--- src/rtl/lcd_pkg.sv ---
// Shared definitions for the LCD bus driver: command-word bit positions,
// FSM state encoding, the power-up init sequence and the long-command test.
// Optional power-up init is compiled in with LCD_POWERUP_INIT_EN.
package lcd_pkg;

  localparam int BACKLIGHT = 11;
  localparam int EN        = 10;
  localparam int RS        = 9;
  localparam int RW        = 8;

  localparam int INIT_LEN  = 4;

  typedef enum logic [2:0] {
    ST_IDLE,
    ST_SETUP,
    ST_ENABLE,
    ST_HOLD,
    ST_EXEC_WAIT,
    ST_INIT_WAIT,
    ST_INIT_ISSUE
  } lcd_state_e;

  // Init sequence: 8-bit/2-line, display on, clear, entry mode increment.
  function automatic logic [7:0] init_byte(input logic [1:0] idx);
    case (idx)
      2'd0:    return 8'h38;
      2'd1:    return 8'h0C;
      2'd2:    return 8'h01;
      default: return 8'h06;
    endcase
  endfunction

  // Clear (0x01) and return-home (0x02/0x03) need the long execution wait.
  function automatic logic is_long_cmd(input logic rs, input logic [7:0] data);
    return !rs && (data[7:2] == 6'd0) && (data != 8'd0);
  endfunction

endpackage

--- src/rtl/lcd_bus_driver_if.sv ---
// Command handshake between the custom-instruction controller (master)
// and the LCD bus driver (slave).
interface lcd_bus_driver_if;
  logic [11:0] command;
  logic        cmd_valid;
  logic        cmd_ready;
  logic        done;

  modport master (output command, output cmd_valid, input cmd_ready, input done);
  modport slave  (input command, input cmd_valid, output cmd_ready, output done);
endinterface

--- src/rtl/lcd_delay_counter.sv ---
// Loadable down-counter with zero flag; one instance times every state.
module lcd_delay_counter #(
  parameter int            CW      = 8,
  parameter logic [CW-1:0] RST_VAL = '0
) (
  input  logic          clk,
  input  logic          reset,
  input  logic          load_i,
  input  logic [CW-1:0] load_val_i,
  output logic          zero_o
);

  logic [CW-1:0] cnt_q;

  // Load has priority; otherwise count down and park at zero.
  always_ff @(posedge clk) begin
    if (reset) begin
      cnt_q <= RST_VAL;
    end else if (load_i) begin
      cnt_q <= load_val_i;
    end else if (cnt_q != '0) begin
      cnt_q <= cnt_q - 1'b1;
    end
  end

  assign zero_o = (cnt_q == '0);

endmodule

--- src/rtl/lcd_bus_driver.sv ---
// HD44780 8-bit parallel write driver. Turns accepted commands into timed
// setup / enable / hold bus cycles followed by the controller execution wait.
// Define LCD_POWERUP_INIT_EN to add the power-up wait and init sequence.
//
// state         | meaning
// IDLE          | cmd_ready high, pins hold last transfer
// SETUP         | rs/rw/data valid, lcd_en low
// ENABLE        | lcd_en high
// HOLD          | lcd_en low, data held
// EXEC_WAIT     | LCD executing; long wait for clear/home
// INIT_WAIT     | power-up delay (init build only)
// INIT_ISSUE    | load next init byte onto the pins (init build only)
module lcd_bus_driver
  import lcd_pkg::*;
#(
  parameter int T_SETUP_CYC   = 2,
  parameter int T_EN_CYC      = 12,
  parameter int T_HOLD_CYC    = 1,
  parameter int T_EXEC_CYC    = 2000,
  parameter int T_CLEAR_CYC   = 80000,
  parameter int T_POWERUP_CYC = 1000000
) (
  input  logic                    clk,
  input  logic                    reset,
  lcd_bus_driver_if.slave         cmd,
  output logic [7:0]              lcd_data,
  output logic                    lcd_rs,
  output logic                    lcd_rw,
  output logic                    lcd_en,
  output logic                    lcd_backlight
);

  localparam int M0   = (T_SETUP_CYC > T_EN_CYC) ? T_SETUP_CYC : T_EN_CYC;
  localparam int M1   = (M0 > T_HOLD_CYC) ? M0 : T_HOLD_CYC;
  localparam int M2   = (M1 > T_EXEC_CYC) ? M1 : T_EXEC_CYC;
  localparam int M3   = (M2 > T_CLEAR_CYC) ? M2 : T_CLEAR_CYC;
  localparam int MAXP = (M3 > T_POWERUP_CYC) ? M3 : T_POWERUP_CYC;
  localparam int CW   = $clog2(MAXP) + 1;

  localparam logic [CW-1:0] LD_SETUP   = CW'(T_SETUP_CYC - 1);
  localparam logic [CW-1:0] LD_EN      = CW'(T_EN_CYC - 1);
  localparam logic [CW-1:0] LD_HOLD    = CW'(T_HOLD_CYC - 1);
  localparam logic [CW-1:0] LD_EXEC    = CW'(T_EXEC_CYC - 1);
  localparam logic [CW-1:0] LD_CLEAR   = CW'(T_CLEAR_CYC - 1);
`ifdef LCD_POWERUP_INIT_EN
  localparam logic [CW-1:0] LD_POWERUP = CW'(T_POWERUP_CYC - 1);
  localparam lcd_state_e    ST_RESET   = ST_INIT_WAIT;
`else
  localparam logic [CW-1:0] LD_POWERUP = '0;
  localparam lcd_state_e    ST_RESET   = ST_IDLE;
`endif

  lcd_state_e    state_q;
  logic          cmd_ready_q;
  logic          done_q;
  logic [7:0]    lcd_data_q;
  logic          lcd_rs_q;
  logic          lcd_rw_q;
  logic          lcd_en_q;
  logic          lcd_backlight_q;
`ifdef LCD_POWERUP_INIT_EN
  logic          init_busy_q;
  logic [1:0]    init_idx_q;
`endif

  logic          accept;
  logic          cnt_load;
  logic [CW-1:0] cnt_val;
  logic          cnt_zero;

  assign accept = (state_q == ST_IDLE) && cmd_ready_q && cmd.cmd_valid;

  lcd_delay_counter #(.CW(CW), .RST_VAL(LD_POWERUP)) u_delay (
    .clk        (clk),
    .reset      (reset),
    .load_i     (cnt_load),
    .load_val_i (cnt_val),
    .zero_o     (cnt_zero)
  );

  // Reload the shared counter with (N-1) on entry to each timed state.
  always_comb begin
    cnt_load = 1'b0;
    cnt_val  = '0;
    case (state_q)
      ST_IDLE: begin
        if (accept && cmd.command[EN]) begin
          cnt_load = 1'b1;
          cnt_val  = LD_SETUP;
        end
      end
      ST_SETUP: begin
        if (cnt_zero) begin
          cnt_load = 1'b1;
          cnt_val  = LD_EN;
        end
      end
      ST_ENABLE: begin
        if (cnt_zero) begin
          cnt_load = 1'b1;
          cnt_val  = LD_HOLD;
        end
      end
      ST_HOLD: begin
        if (cnt_zero) begin
          cnt_load = 1'b1;
          cnt_val  = is_long_cmd(lcd_rs_q, lcd_data_q) ? LD_CLEAR : LD_EXEC;
        end
      end
      ST_INIT_ISSUE: begin
        cnt_load = 1'b1;
        cnt_val  = LD_SETUP;
      end
      default: ;
    endcase
  end

  // Bus-cycle sequencer; all outputs registered.
  always_ff @(posedge clk) begin
    if (reset) begin
      state_q         <= ST_RESET;
      cmd_ready_q     <= 1'b0;
      done_q          <= 1'b0;
      lcd_data_q      <= 8'h00;
      lcd_rs_q        <= 1'b0;
      lcd_rw_q        <= 1'b0;
      lcd_en_q        <= 1'b0;
      lcd_backlight_q <= 1'b0;
`ifdef LCD_POWERUP_INIT_EN
      init_busy_q     <= 1'b1;
      init_idx_q      <= 2'd0;
`endif
    end else begin
      done_q <= 1'b0;
      case (state_q)
        ST_IDLE: begin
          cmd_ready_q <= 1'b1;
          if (accept) begin
            lcd_backlight_q <= cmd.command[BACKLIGHT];
            if (cmd.command[EN]) begin
              lcd_data_q  <= cmd.command[7:0];
              lcd_rs_q    <= cmd.command[RS];
              lcd_rw_q    <= cmd.command[RW];
              cmd_ready_q <= 1'b0;
              state_q     <= ST_SETUP;
            end
          end
        end
        ST_SETUP: begin
          if (cnt_zero) begin
            lcd_en_q <= 1'b1;
            state_q  <= ST_ENABLE;
          end
        end
        ST_ENABLE: begin
          if (cnt_zero) begin
            lcd_en_q <= 1'b0;
            state_q  <= ST_HOLD;
          end
        end
        ST_HOLD: begin
          if (cnt_zero) state_q <= ST_EXEC_WAIT;
        end
        ST_EXEC_WAIT: begin
          if (cnt_zero) begin
`ifdef LCD_POWERUP_INIT_EN
            if (init_busy_q) begin
              if (init_idx_q == 2'(INIT_LEN - 1)) begin
                init_busy_q <= 1'b0;
                cmd_ready_q <= 1'b1;
                state_q     <= ST_IDLE;
              end else begin
                init_idx_q  <= init_idx_q + 2'd1;
                state_q     <= ST_INIT_ISSUE;
              end
            end else begin
              done_q      <= 1'b1;
              cmd_ready_q <= 1'b1;
              state_q     <= ST_IDLE;
            end
`else
            done_q      <= 1'b1;
            cmd_ready_q <= 1'b1;
            state_q     <= ST_IDLE;
`endif
          end
        end
`ifdef LCD_POWERUP_INIT_EN
        ST_INIT_WAIT: begin
          if (cnt_zero) state_q <= ST_INIT_ISSUE;
        end
        ST_INIT_ISSUE: begin
          lcd_data_q      <= init_byte(init_idx_q);
          lcd_rs_q        <= 1'b0;
          lcd_rw_q        <= 1'b0;
          lcd_backlight_q <= 1'b1;
          state_q         <= ST_SETUP;
        end
`endif
        default: state_q <= ST_RESET;
      endcase
    end
  end

  assign cmd.cmd_ready  = cmd_ready_q;
  assign cmd.done       = done_q;
  assign lcd_data       = lcd_data_q;
  assign lcd_rs         = lcd_rs_q;
  assign lcd_rw         = lcd_rw_q;
  assign lcd_en         = lcd_en_q;
  assign lcd_backlight  = lcd_backlight_q;

endmodule
--- src/flat_wrapper.sv ---
// flat-port wrapper written by rule: the top's interface ports become plain ports
module lcd_bus_driver_flat import lcd_pkg::*;
#(
  parameter int T_SETUP_CYC   = 2,
  parameter int T_EN_CYC      = 12,
  parameter int T_HOLD_CYC    = 1,
  parameter int T_EXEC_CYC    = 2000,
  parameter int T_CLEAR_CYC   = 80000,
  parameter int T_POWERUP_CYC = 1000000
)
  (clk, reset, lcd_data, lcd_rs, lcd_rw, lcd_en, lcd_backlight, cmd_command, cmd_cmd_valid, cmd_cmd_ready, cmd_done);
  lcd_bus_driver_if cmd_i ();
  input  logic clk;
  input  logic reset;
  output logic [7:0] lcd_data;
  output logic lcd_rs;
  output logic lcd_rw;
  output logic lcd_en;
  output logic lcd_backlight;
  input wire logic [$bits(cmd_i.command)-1:0] cmd_command;
  input wire logic [$bits(cmd_i.cmd_valid)-1:0] cmd_cmd_valid;
  output wire logic [$bits(cmd_i.cmd_ready)-1:0] cmd_cmd_ready;
  output wire logic [$bits(cmd_i.done)-1:0] cmd_done;
  assign cmd_i.command = cmd_command;
  assign cmd_i.cmd_valid = cmd_cmd_valid;
  assign cmd_cmd_ready = cmd_i.cmd_ready;
  assign cmd_done = cmd_i.done;
  lcd_bus_driver #(.T_SETUP_CYC(T_SETUP_CYC), .T_EN_CYC(T_EN_CYC), .T_HOLD_CYC(T_HOLD_CYC), .T_EXEC_CYC(T_EXEC_CYC), .T_CLEAR_CYC(T_CLEAR_CYC), .T_POWERUP_CYC(T_POWERUP_CYC)) u_core (.clk(clk), .reset(reset), .cmd(cmd_i), .lcd_data(lcd_data), .lcd_rs(lcd_rs), .lcd_rw(lcd_rw), .lcd_en(lcd_en), .lcd_backlight(lcd_backlight));
endmodule
--- config.mk ---
export PLATFORM = sky130hd
export DESIGN_NAME = lcd_bus_driver_flat
export DESIGN_NICKNAME = d
export VERILOG_FILES = /design/src/rtl/lcd_pkg.sv /design/src/rtl/lcd_bus_driver_if.sv /design/src/rtl/lcd_delay_counter.sv /design/src/rtl/lcd_bus_driver.sv /design/src/flat_wrapper.sv
export SDC_FILE = /design/constraint.sdc
export NUM_CORES = 1
export LEC_CHECK = 0
export CAP_MARGIN = 25
export CORE_AREA = 2 2 80 82
export CTS_CLUSTER_DIAMETER = 100
export DETAILED_ROUTE_END_ITERATION = 10
export DIE_AREA = 0 0 82 84
export GPL_ROUTABILITY_DRIVEN = 0
export GPL_TIMING_DRIVEN = 0
export HOLD_SLACK_MARGIN = 0.05
export SYNTH_ARGS = -nofsm -noshare
export SYNTH_HDL_FRONTEND = slang
export SYNTH_HIERARCHICAL = 1
export SYNTH_SLANG_ARGS = --single-unit
export TNS_END_PERCENT = 1
--- constraint.sdc ---
create_clock -name clk -period 7.8 [get_ports clk]
set_clock_uncertainty 0.05 [all_clocks]
set_input_delay 1.95 -clock clk [delete_from_list [all_inputs] [get_ports clk]]
set_output_delay 1.95 -clock clk [all_outputs]
set_load 0.01 [all_outputs]
==> metrics.md <==
| Metric | Value |
|---|---|
| Syn. warnings | 6 |
| Die Y | between 80 and 90 µm |
| Post_cts resized | 0 |
| WP depth | 8 |
| PortBufs | 28 |
| HP Class | flip-flop to flip-flop |
| Ports | 29 |
| Die X | roughly 82 µm |
| Slowest stage delay, CP | 550 ps |
| Max_cap viols | 0 |
| Vias in the first global route | ~1700 |
| Ys async rst share | 0% |
| Max-slew headroom | 54.8% |
| Layout cells sized above 1 | 9.89% |
| Clock Tree Buf Depth | 2 |
| Reg2reg end | u_core/u_delay/cnt_q[6]$_SDFFE_PP0P_ |
| WL/cell | 12.2 µm |
| Clock period minus worst slack | 3850 ps |
| Clk slew on worst S/H paths | around 70 ps |
| Unrepaired setup endpoints after global routing | no |
| Peak VDD IR | between 0.09 and 0.1 mV |
| Inserted Clock Buffers | 5 |
| Pwr/cell area | 286 nW/µm² |
| Die footprint | around 6900 µm² |
| Synthesized area | 2060 µm² |
| Antenna violations before repair | 0 |
| Netlist cell types | 49 |
| Via/cell ratio | just under 5 |
| WS Path Type | primary input to flip-flop |
| Area delta synth->final | 23.2% |
| Final Hold Viols | 0 |
| Post-CTS setup buffer count | 0 |
| Worst-margin pin slew | between 600 and 700 ps |
| Final wirelength | 4260 µm |
| Final core utilization | 41.7% |
| CTS H-tree depth | 2 |
| Root Buffer | clkbuf_8 |
| Total negative slack | 0 ps |
| R2R setup slack | 4110 ps |
| Vias | 1686 |
| Post-synth EDFFs | 0 |
| CTS tree | built |
| Routed Antenna Nets | 0 |
| Crit share post-route | 49.4% |
| Worst Path Arrival | 4010 ps |
| Starting density of the core | around 34% |
| Nets | 291 |
| Initial DRT Pass Iterations | 4 |
| Synth Area per Inst | 8.81 µm² |
| Reg2reg path depth | 11 |
| Crit path from | cmd_cmd_valid |
| Crit path buf inv count | 3 |
| Crit path max fanout | 10 |
| Crit start category | primary input |
| Reg2reg start | u_core/u_delay/cnt_q[10]$_SDFFE_PP0P_ |
| Hpwl dp | ~3000 µm |
| First-pass GRT wire length | 7520 µm |
| FP Rows | 29 |
| Overflow after GRT | 0 |
| FMAX | 260 MHz |
| Clock Latency Late Sink | 290 ps |
| # diodes | 0 |
| CORE AREA | 6100 µm² |
| CP Capture Type | flip-flop |
| Initial DRC count | about 50 |
| Worst path required time | 7960 ps |
| Final slew viol count | 0 |
| Critical path's slowest cell | clkdlybuf4s50_1 |
| Post-CTS Hold Fix Bufs | 0 |
| Synth Register Bits | 38 |
| Leakage | 0.905 nW |
| Post-synthesis sequential area ratio | 36.9% |
| CP Cell Sequence | clkdlybuf4s50_1, nand4b_4, a2bb2oi_1, inv_1, nor2_1, clkbuf_1, nand2_1, o21ai_0 |
| Drt drc | 0 |
| Synth Instances | between 200 and 250 |
| Final setup viols | 0 |
| Main synth FF type | dfxtp_1 |
| Outcome | completed |
| CP delay by family, top | buffers and inverters |
| Total GRT Usage | 13.6% |
| CTS Sinks | 38 |
| Setup crit end | u_core/u_delay/cnt_q[6]$_SDFFE_PP0P_ |
| Pin count of the biggest net entering global routing | 11 |
==> placed cells by master (no fill, tap or decap), drive strengths merged, types with 3 or more instances in the layout <==
cell	netlist	routed
xor2	6	6
o21ai	18	18
nand2b	21	21
inv	7	7
or3	8	8
xnor2	13	13
nor4	5	5
mux2i	10	10
clkdlybuf4s50	0	28
a21oi	9	9
clkbuf	6	12
conb	1	6
or4	5	5
dfxtp	38	38
nand2	25	25
nor3	12	12
nor3b	3	3
nor2	12	12
buf	7	7
==> cells in the mapped netlist, drive strengths merged (2+ instances only) <==
cell type / instances / area share [%]
a21oi: 9 / 2.2
buf: 7 / 4.1
clkbuf: 6 / 1.2
dfxtp: 38 / 37
ha: 2 / 1.2
inv: 7 / 1.3
mux2i: 10 / 4.9
nand2: 25 / 4.7
nand2b: 21 / 6.4
nand3: 2 / 0.49
nand3b: 2 / 0.73
nand4: 2 / 0.61
nor2: 12 / 2.3
nor2b: 2 / 0.61
nor3: 12 / 3.5
nor3b: 3 / 1.1
nor4: 5 / 1.5
o211ai: 2 / 0.73
o21ai: 18 / 4.4
or3: 8 / 2.5
or4: 5 / 2.2
or4b: 2 / 0.97
xnor2: 13 / 5.5
xor2: 6 / 2.5
==> logic make-up (layout without fill, tap and decap cells) <==
group	count (synthesis)	after routing	synth area share (%)
other	1	6	0.182
buffers and inverters	20	54	6.49
AO/OA/AOI/OAI	37	37	10.9
flip-flops	38	38	36.9
multiplexers	10	10	4.85
adder cells (fa/ha/maj)	2	2	1.21
XOR/XNOR	19	19	8.07
AND/OR/NAND/NOR	107	107	31.4
==> sequential cells by signal, summed over array words and instances, names as in the netlist <==
| name | flops |
|---|---|
| u_core/lcd_en | 1 |
| u_core/lcd_rw | 1 |
| u_core/cmd.done | 1 |
| u_core/cmd.cmd_ready | 1 |
| u_core/state_q | 3 |
| u_core/lcd_data | 8 |
| u_core/lcd_rs | 1 |
| u_core/lcd_backlight | 1 |
| u_core/u_delay/cnt_q | 21 |
==> worst min-delay path by stage <==
stage,cells past startpoint,end,start
2_1_floorplan,2,u_core/lcd_rw$_SDFFE_PP0P_,u_core/lcd_rw$_SDFFE_PP0P_
3_3_place_gp,2,u_core/lcd_rw$_SDFFE_PP0P_,u_core/lcd_rw$_SDFFE_PP0P_
3_5_place_dp,2,u_core/lcd_data[4]$_SDFFE_PP0P_,u_core/lcd_data[4]$_SDFFE_PP0P_
4_1_cts,2,u_core/lcd_data[2]$_SDFFE_PP0P_,u_core/lcd_data[2]$_SDFFE_PP0P_
5_1_grt,2,u_core/lcd_data[2]$_SDFFE_PP0P_,u_core/lcd_data[2]$_SDFFE_PP0P_
6_report,2,u_core/lcd_data[2]$_SDFFE_PP0P_,u_core/lcd_data[2]$_SDFFE_PP0P_
==> report_power, final <==
group | total, mW | switching, mW | leakage, nW | internal (mW)
sequential | 0.265 | 0.0339 | 0.311 | 0.231
combinational | 0.327 | 0.166 | 0.551 | 0.161
clock | 0.135 | 0.0665 | 0.0431 | 0.0682
total | 0.727 | 0.267 | 0.905 | 0.460
==> final cells by class <==
type / count / area [µm²]
Fill cell: 630 / 3560
Multi-Input combinational cell: 181 / 1190
Sequential cell: 38 / 761
Timing Repair Buffer: 28 / 280
Buffer: 13 / 108
Tap cell: 77 / 96.3
Clock buffer: 6 / 82.6
Inverter: 7 / 26.3
==> routing by layer <==
metal	vias to the layer above	GRT usage, %	part of all wire, %
li1	883	-	-
met1	763	17.7	49
met2	34	21.8	45
met3	6	3.14	4.2
met4	0	5.00	1.6
met5	-	0	0
==> through the flow <==
step | std cells | setup WS [ps] | hold WS [ps] | instance area, µm² | power, mW
6_report | 350 | 3950 | 439 | 2540 | 0.727
5_1_grt | 350 | 3680 | 462 | 2540 | 0.789
4_1_cts | 350 | 3950 | 444 | 2540 | 0.736
3_5_place_dp | 344 | 3650 | 428 | 2460 | 0.594
3_3_place_gp | 344 | 3640 | 410 | 2460 | 0.592
2_1_floorplan | 239 | 4600 | 442 | 2080 | 0.524
==> tightest hold or removal path: stages, from the launching register on <==
cell and delay [ps]:
dfxtp_1 330, nand2b_1 60, mux2i_1 50
Power figures use the tool's default switching activity.
